### config.mk
export PLATFORM = sky130hd
export DESIGN_NAME = seven_seg_scan_ctrl
export DESIGN_NICKNAME = d
export VERILOG_FILES = /design/src/rtl/seven_seg_scan_ctrl.sv
export SDC_FILE = /design/constraint.sdc
export NUM_CORES = 1
export LEC_CHECK = 0
export CAP_MARGIN = 30
export CORE_ASPECT_RATIO = 1.75
export CORE_MARGIN = 2
export CORE_UTILIZATION = 35
export CTS_CLUSTER_SIZE = 20
export DETAILED_ROUTE_END_ITERATION = 6
export PLACE_DENSITY = 0.62
export SLEW_MARGIN = 20
export SYNTH_ARGS = -nofsm -noshare
export SYNTH_HDL_FRONTEND = slang
export SYNTH_SLANG_ARGS = --single-unit
### constraint.sdc
create_clock -name clk -period 1.9 [get_ports clk]
set_input_delay 0.475 -clock clk [delete_from_list [all_inputs] [get_ports clk]]
set_output_delay 0.475 -clock clk [all_outputs]
set_load 0.1 [all_outputs]
### src/rtl/seven_seg_scan_ctrl.sv
// Multiplexed seven-segment scan controller: prescaled digit scanning, shadow/display
// double buffering committed only at frame boundaries, and optional leading-zero blanking.
module seven_seg_scan_ctrl #(
  parameter int NUM_DIGITS  = 4,
  parameter int REFRESH_DIV = 50000
) (
  input  logic                    clk,
  input  logic                    reset,
  input  logic [4*NUM_DIGITS-1:0] value_in,
  input  logic                    load,
  input  logic                    lz_blank,
  output logic [3:0]              bcd_out,
  output logic [NUM_DIGITS-1:0]   digit_en,
  output logic                    pending,
  output logic                    frame_done
);

  localparam int CW = $clog2(REFRESH_DIV);
  localparam int IW = $clog2(NUM_DIGITS);
  localparam int DW = 4 * NUM_DIGITS;
  localparam logic [CW-1:0] CNT_LAST = CW'(REFRESH_DIV - 1);
  localparam logic [IW-1:0] IDX_LAST = IW'(NUM_DIGITS - 1);

  logic [CW-1:0] cnt_q, cnt_d;
  logic [IW-1:0] idx_q, idx_d;
  logic [DW-1:0] shadow_q, shadow_d;
  logic [DW-1:0] display_q, display_d;
  logic          pending_q, pending_d;
  logic          frame_done_q;
  logic          lz_q;
  logic          tick;
  logic          frame_boundary;
  logic          upper_zero;
  logic          blank;

  assign tick           = (cnt_q == CNT_LAST);
  assign frame_boundary = tick && (idx_q == IDX_LAST);

  always_comb begin
    cnt_d     = tick ? '0 : cnt_q + 1'b1;
    idx_d     = idx_q;
    shadow_d  = shadow_q;
    display_d = display_q;
    pending_d = pending_q;
    if (tick) idx_d = (idx_q == IDX_LAST) ? '0 : idx_q + 1'b1;
    // Commit uses the pre-load shadow; a coincident load then re-arms pending.
    if (frame_boundary && pending_q) display_d = shadow_q;
    if (load) begin
      shadow_d  = value_in;
      pending_d = 1'b1;
    end else if (frame_boundary) begin
      pending_d = 1'b0;
    end
  end

  always_ff @(posedge clk) begin
    if (reset) begin
      cnt_q        <= '0;
      idx_q        <= '0;
      shadow_q     <= '0;
      display_q    <= '0;
      pending_q    <= 1'b0;
      frame_done_q <= 1'b0;
      lz_q         <= 1'b0;
    end else begin
      cnt_q        <= cnt_d;
      idx_q        <= idx_d;
      shadow_q     <= shadow_d;
      display_q    <= display_d;
      pending_q    <= pending_d;
      frame_done_q <= frame_boundary;
      lz_q         <= lz_blank;
    end
  end

  // Digit idx is a leading zero when it and every more significant nibble are zero.
  always_comb begin
    upper_zero = 1'b1;
    for (int j = 0; j < NUM_DIGITS; j++) begin
      if ((j >= int'(idx_q)) && (display_q[4*j +: 4] != 4'd0)) upper_zero = 1'b0;
    end
  end

  assign blank      = lz_q && (idx_q != '0) && upper_zero;
  assign bcd_out    = display_q[{idx_q, 2'b00} +: 4];
  assign digit_en   = blank ? {NUM_DIGITS{1'b1}} : ~(NUM_DIGITS'(1) << idx_q);
  assign pending    = pending_q;
  assign frame_done = frame_done_q;

endmodule
==> key figures, run 1 <==
Run status
  – Status: complete, but fails checks
  – Failing checks: negative setup slack

Setup path
  – CP Launch Type: flip-flop
  – CP Data Arrival Time: around 1.7 ns
  – Critical path type: reg2out
  – Reg2Reg Depth: 5
  – Worst Path Max Fanout: 4
  – Reg2reg setup slack: around 0.14 ns
  – Reg2reg start: cnt_q[0]$_SDFF_PP0_
  – Data required, critical path: approximately 1.4 ns
  – RR Endpoint: display_q[5]$_SDFFE_PP0P_
  – Setup crit end kind: primary output

Pwr
  – Switch Pwr: between 0.0004 and 0.0005 W
  – Share of total power in sequential cells: 48.7%
  – Pwr dens: roughly 700 nW/µm²
  – Leakage power: approximately 1.3 nW
  – Peak supply drop: ~0.44 mV
  – Power share of the combinational group: 6.9%
  – Total power: around 0.0024 W
  – Switching share of total power: 20.3%
  – Clock group share of total power: 44.5%
  – Pint: approximately 0.0019 W

Timing
  – Worst clock skew: about 0.006 ns
  – Fin crit share: 116%
  – Fin. Hold Viols: 0
  – Setup TNS: -1.48 ns
  – Final setup fails: 7
  – Final Max Tran Viols: 0
  – RSZ-0062 raised after global routing: true
  – WHS: between 0.4 and 0.5 ns
  – Relative slew slack: between 70% and 80%
  – Min setup slack post-route: -0.303 ns
  – Slew @ Worst Pin: between 0.3 and 0.4 ns
  – FMAX: about 450 MHz
  – Fin crit period: ~2.2 ns

GRT
  – Vias in the first global route: roughly 1900
  – Initial antenna violation count: 0
  – Gr ovfl total: 0
  – First-pass GRT wire length: ~8700 µm
  – Largest net degree at the start of global routing: 29
  – All-layer global routing usage: between 10% and 20%

Routing
  – DR iter-0 viols: 51
  – Via count: 1782
  – # DRC: 0
  – 1st-pass router iterations: 4
  – DRT Wirelength: between 5000 and 6000 µm
  – Wirelength per Cell: approximately 14 µm
  – Final ANT Viol Nets: 0
  – Vias per cell: approximately 4.8

Die
  – I/O pin total: 30
  – Cell Rows: 40
  – Core area: 6760 µm²
  – Die area: approximately 7600 µm²
  – Width of the die: around 67 µm
  – Initial Utilization: between 30% and 40%
  – Overall die height: 114 µm

Final layout
  – Fin util: ~49%
  – ANT cells: 0
  – Final nets: approximately 310
  – Final Instance Area: 3300 µm²
  – Filler instances: around 650
  – Area Growth Syn to Fin: 37.1%
  – Layout cells sized above 1: 22.8%

Logic synthesis
  – Syn Area/Cell: 10.0 µm²
  – Yosys cell types: 30
  – Register area share after synthesis: 44.0%
  – Syn Inst Count: around 240
  – Net Count, Synth: between 200 and 300
  – Post-synth top flop: dfxtp_1
  – Ys Warns: 0
  – Ys async rst share: 0%
  – #FFs+latches synth: 53
  – Number of synthesized flops with an enable pin: 0
  – Synthesized area: between 2000 and 2500 µm²

Min path
  – Worst Hold Depth: 1
  – Min-Delay Startpoint: cnt_q[0]$_SDFF_PP0_
  – Worst hold-check path type: reg2reg
  – Hold Path Sink: cnt_q[0]$_SDFF_PP0_

Placed design
  – IO buf count: 29
  – Routability cong.: about 0.81
  – Placement Cell Area: 3070 µm²
  – Final HPWL DP: roughly 3800 µm

Clocking
  – CTS Buf Count: 5
  – Clock transition at path regs: approximately 0.070 ns
  – CTS root buffer: clkbuf_16
  – CTS tree: done
  – H-tree levels: 2
  – Clock tree sinks: 53
  – Worst-skew pair later-pin latency: 0.29 ns
  – Clock buffer depth: 2

Flow run
  – Max_cap viols: 0
-- per-layer routing --
| layer | part of all wire, % | track usage, % | wire, µm | up-vias |
|---|---|---|---|---|
| met4 | 1.7 | 5.71 | 85 | 0 |
| met3 | 3.0 | 3.55 | 155 | 7 |
| met1 | 38 | 15.5 | 1950 | 842 |
| met2 | 57 | 29.0 | 2940 | 28 |
| li1 | - | - | - | 905 |
| met5 | 0 | 0 | 0 | - |
-- worst max-delay path by stage --
stage	from	endpoint	slack, ns
6_report	idx_q[0]$_SDFFE_PP0N_	digit_en[2]	-0.30
5_1_grt	idx_q[0]$_SDFFE_PP0N_	digit_en[2]	-0.38
4_1_cts	idx_q[0]$_SDFFE_PP0N_	digit_en[2]	-0.31
3_5_place_dp	idx_q[1]$_SDFFE_PP0N_	digit_en[2]	-0.03
3_3_place_gp	idx_q[0]$_SDFFE_PP0N_	digit_en[3]	0.02
2_1_floorplan	idx_q[0]$_SDFFE_PP0N_	digit_en[1]	-0.42
-- power by group through the flow --
stage | Combinational [W] | Sequential, W | Clock (W)
floorplan | 0.0000787 | 0.00119 | 0
global placement | 0.000163 | 0.00118 | 0
detailed placement | 0.000166 | 0.00118 | 0
CTS | 0.000166 | 0.00115 | 0.00109
global route | 0.000179 | 0.00116 | 0.00112
finish | 0.000163 | 0.00115 | 0.00105
-- through the flow --
| stage | std cells | worst slack (ns) |
|---|---|---|
| CTS | 371 | -0.315 |
| finish | 373 | -0.303 |
| global placement | 362 | 0.0243 |
| global route | 373 | -0.381 |
| floorplan | 241 | -0.418 |
| detailed placement | 362 | -0.0325 |
-- kinds of logic after synthesis --
logic type      share of synthesized area, %
compound gates                          1.92
fa+ha+maj                               3.12
flops                                   44.0
simple gates                            25.1
mux                                     17.0
buf+inv                                 4.47
xor+xnor                                4.36
-- cells in the final DEF, fill, tap and decap left out, types with 4 or more instances in the layout --
| master | count |
|---|---|
| nand2_1 | 6 |
| dfxtp_1 | 51 |
| a21oi_1 | 5 |
| clkdlybuf4s50_1 | 19 |
| buf_12 | 12 |
| nand3_1 | 8 |
| nand2b_1 | 33 |
| mux2i_1 | 32 |
| buf_4 | 20 |
| ha_1 | 4 |
| xor2_1 | 10 |
| nand4_1 | 4 |
| mux4_2 | 4 |
| inv_1 | 4 |
| clkbuf_16 | 5 |
| nor2_1 | 32 |
-- critical path: stages (launching register included) --
cell,delay (ns)
dfxtp_4,0.38
inv_4,0.04
ha_4,0.15
clkinvlp_4,0.06
nand3_2,0.07
nor4_4,0.36
nand2b_4,0.20
buf_12,0.17
-- sequential cells by signal, indices dropped and copies added (netlist names) --
signal	flops
display_q	16
idx_q	2
pending	1
cnt_q	16
shadow_q	16
frame_done	1
lz_q	1
-- cell type report --
cell class	count	area, µm²	share of cell area (%)
flip-flops and latches	53	1070	32.3
multi-input cells	169	1330	40.2
clock inverters	1	30.0	0.909
repair buffers	53	603	18.3
clock buffers	7	143	4.32
well taps	84	105	3.18
inverters	6	28.8	0.871
-- cells in the mapped netlist (4+ instances only) --
| library cell | instances | area (µm²) |
|---|---|---|
| a21oi_1 | 5 | 25.0 |
| clkbuf_1 | 8 | 30.0 |
| dfxtp_1 | 53 | 1060 |
| ha_1 | 6 | 75.1 |
| inv_1 | 6 | 22.5 |
| mux2i_1 | 32 | 320 |
| mux4_2 | 4 | 90.1 |
| nand2_1 | 6 | 22.5 |
| nand2b_1 | 36 | 225 |
| nand3_1 | 9 | 45.0 |
| nand4_1 | 4 | 25.0 |
| nor2_1 | 32 | 120 |
| xor2_1 | 10 | 87.6 |
-- repair_timing --
action	in CTS	in global routing
buffers inserted	1	2
setup endpoints to repair	7	7
hold buffers	0	0
cloned	0	0
resized for setup	5	4
pin swaps	0	0
Note: power is estimated with default switching activity, not from simulation.
==> run 2, diff against run 1 <==
--- a/config.mk
+++ b/config.mk
@@ -6,12 +6,14 @@
 export NUM_CORES = 1
 export LEC_CHECK = 0
 export CAP_MARGIN = 30
+export CELL_PAD_IN_SITES_DETAIL_PLACEMENT = 1
+export CELL_PAD_IN_SITES_GLOBAL_PLACEMENT = 1
 export CORE_ASPECT_RATIO = 1.75
 export CORE_MARGIN = 2
 export CORE_UTILIZATION = 35
 export CTS_CLUSTER_SIZE = 20
 export DETAILED_ROUTE_END_ITERATION = 6
-export PLACE_DENSITY = 0.62
+export PLACE_DENSITY = 0.74
 export SLEW_MARGIN = 20
 export SYNTH_ARGS = -nofsm -noshare
 export SYNTH_HDL_FRONTEND = slang
==> run 2 against run 1 <==
The flow still finishes with violations (negative setup slack). Via count is 2.9% higher. First-iteration DRC count is 27% lower. Die area stayed put. Cell area is 1.2% lower. Non-clock buffer count is 3 lower. Worst hold slack better by 0.013 ns. Count of clock-buffer cells in the layout stayed put. Setup slack worse by 0.013 ns. Combinational power hardly changed. Sequential power hardly changed. Critical endpoint is now digit_en[3]. Highest routed layer unchanged.
==> key figures, run 2 (same netlist as run 1, synthesis figures left out) <==
Min path
  – Worst hold-check path type: reg2reg
  – Hold Path Sink: display_q[13]$_SDFFE_PP0P_
  – Min-Delay Startpoint: shadow_q[13]$_SDFFE_PP0P_
  – Worst Hold Depth: 2 (+1)

Timing
  – Slew @ Worst Pin: 0.369 ns (+0.0534 ns)
  – Final Max Tran Viols: 0 (unchanged)
  – Min setup slack post-route: -0.315 ns (-0.0129 ns)
  – WHS: 0.473 ns (+0.0125 ns)
  – Fin crit period: 2.22 ns (+0.0129 ns)
  – Final setup fails: 7 (unchanged)
  – Relative slew slack: 75.2% (-3.8 points)
  – RSZ-0062 raised after global routing: true
  – FMAX: 451 MHz (-0.58%)
  – Fin. Hold Viols: 0 (unchanged)
  – Fin crit share: 117% (+0.68 points)
  – Worst clock skew: 0.0102 ns (+0.00412 ns)

Final layout
  – Most frequent cells in the layout: 51 x dfxtp_1, 33 x nand2b_1, 32 x nor2_1, 32 x mux2i_1, 19 x clkdlybuf4s50_1
  – ANT cells: 0 (unchanged)
  – Final nets: 311 (-0.96%)
  – Area Growth Syn to Fin: 35.4%
  – Final Instance Area: 3260 µm² (-1.2%)
  – Most common cell after layout, fill and taps aside: dfxtp_1
  – Filler instances: 749 (+16%)
  – FF/Latch Area: 1070 µm² (unchanged)
  – Layout cells sized above 1: 22.0% (-0.81 points)
  – Area of the multi-input gates: 1310 µm² (-1.1%)
  – Regs by FF count: cnt_q: 16 flops, display_q: 16 flops, shadow_q: 16 flops

Run status
  – Failing checks: negative setup slack
  – Status: complete, but fails checks

Setup path
  – Reg2Reg Depth: 5 (unchanged)
  – Worst-path cell chain: inv_4, ha_4, clkinvlp_4, nand3_2, nor4_4, nand2b_4, buf_12
  – Data required, critical path: 1.42 ns (about the same)
  – CP Launch Type: flip-flop
  – Reg2reg start: cnt_q[0]$_SDFF_PP0_
  – Crit path largest cell delay: 0.39 ns (about the same)
  – Critical path type: reg2out
  – RR Endpoint: display_q[5]$_SDFFE_PP0P_
  – Reg2reg setup slack: 0.18 ns (+0.04 ns)
  – CP Data Arrival Time: 1.74 ns (about the same)
  – Worst Path Max Fanout: 4 (unchanged)
  – Setup crit end kind: primary output
  – Worst path slowest cell: dfxtp_4

Routing
  – DRT Wirelength: 5670 µm (+11%)
  – Via count: 1833 (+2.9%)
  – DR iter-0 viols: 37 (-27%)
  – # DRC: 0 (unchanged)
  – Vias per cell: 4.95 (+3.7%)
  – 1st-pass router iterations: 4 (unchanged)
  – Final ANT Viol Nets: 0 (unchanged)
  – Wirelength per Cell: 15.3 µm (+12%)

Die
  – Width of the die: 66.7 µm (unchanged)
  – Overall die height: 114 µm (unchanged)
  – Die area: 7590 µm² (unchanged)
  – Core area: 6760 µm² (unchanged)
  – I/O pin total: 30 (unchanged)
  – Initial Utilization: 35.7% (unchanged)
  – Cell Rows: 40 (unchanged)

Placed design
  – Placement Cell Area: 3060 µm² (-0.24%)
  – IO buf count: 29 (unchanged)
  – Routability cong.: 0.789 (-2.3%)
  – Final HPWL DP: 4140 µm (+9.7%)

Clocking
  – Worst-skew pair later-pin latency: 0.30 ns (about the same)
  – H-tree levels: 2 (unchanged)
  – CTS root buffer: clkbuf_16
  – CTS Buf Count: 5 (unchanged)
  – Clock buffer depth: 2 (unchanged)
  – Clock transition at path regs: 0.07 ns (about the same)
  – Clock tree sinks: 53 (unchanged)
  – CTS tree: done

GRT
  – First-pass GRT wire length: 9400 µm (+7.7%)
  – All-layer global routing usage: 16.6% (+1.4 points)
  – Vias in the first global route: 2001 (+5.6%)
  – Largest net degree at the start of global routing: 47 (+62%)
  – Initial antenna violation count: 0 (unchanged)
  – Gr ovfl total: 0 (unchanged)

Pwr
  – Leakage power: 1.23 nW (-1.9%)
  – Total power: 0.00239 W (+0.73%)
  – Peak supply drop: 0.472 mV (+7.6%)
  – Pwr dens: 732 nW/µm² (+2.0%)

Flow run
  – Max_cap viols: 0 (unchanged)
-- run 2: changes by cell type in the layout (fill, tap and decap cells not counted) --
cell	previous run	this run
inv_1	4	3
buf_6	2	1
buf_4	20	18
nor4_4	2	1
inv_2	0	1
nor4_1	0	1
-- run 2: where the power goes --
group          switching [W]  internal (W)  total [W]
Sequential         0.0000170       0.00114    0.00115
Clock               0.000408      0.000659    0.00107
Combinational      0.0000725     0.0000939   0.000166
-- run 2: cell type report --
class	count	share of cell area [%]
clock buffers	7	4.37
clock inverters	1	0.920
inverters	6	0.882
multi-input cells	169	40.3
flip-flops and latches	53	32.7
well taps	84	3.22
repair buffers	50	17.7
-- run 2: worst max-delay path by stage --
stage,from,end,slack [ns],cells after the start
after global routing,idx_q[0]$_SDFFE_PP0N_,digit_en[2],-0.40,7
after floorplan,idx_q[0]$_SDFFE_PP0N_,digit_en[1],-0.42,7
after CTS,idx_q[0]$_SDFFE_PP0N_,digit_en[3],-0.34,7
after global placement,idx_q[0]$_SDFFE_PP0N_,digit_en[3],0.01,7
final,idx_q[0]$_SDFFE_PP0N_,digit_en[3],-0.32,7
after detailed placement,idx_q[0]$_SDFFE_PP0N_,digit_en[3],-0.02,6
-- run 2: metrics by stage --
stage / util (%) / cells / setup TNS [ns] / setup slack (ns)
floorplan: - / 241 / -1.25 / -0.418
global placement: 45.3 / 361 / 0 / 0.0121
detailed placement: 45.3 / 361 / -0.0453 / -0.0171
CTS: 48.3 / 370 / -1.55 / -0.337
global route: 48.3 / 370 / -1.91 / -0.399
finish: 48.3 / 370 / -1.45 / -0.315
-- run 2: worst max-delay path, delay by kind of cell, from the launching register on --
kind / cells / cell delay [ns]
buffers and inverters: 3 / 0.27
adders and majority gates: 1 / 0.15
DFF: 1 / 0.39
and+or+nand+nor: 3 / 0.62
-- run 2: timing repair --
action / in CTS / in global routing
pin swaps: 0 / 0
gates resized for setup: 6 / 1
endpoints found under the setup margin: 7 / 7
hold buffers: 0 / 0
buffers inserted: 1 / 0
-- run 2: layer usage --
metal	global-route usage, %	part of all wire, %	up-vias
li1	-	-	899
met4	9.12	3.8	0
met5	0	0	-
met3	3.75	2.7	16
met2	30.7	57	32
met1	16.4	37	886
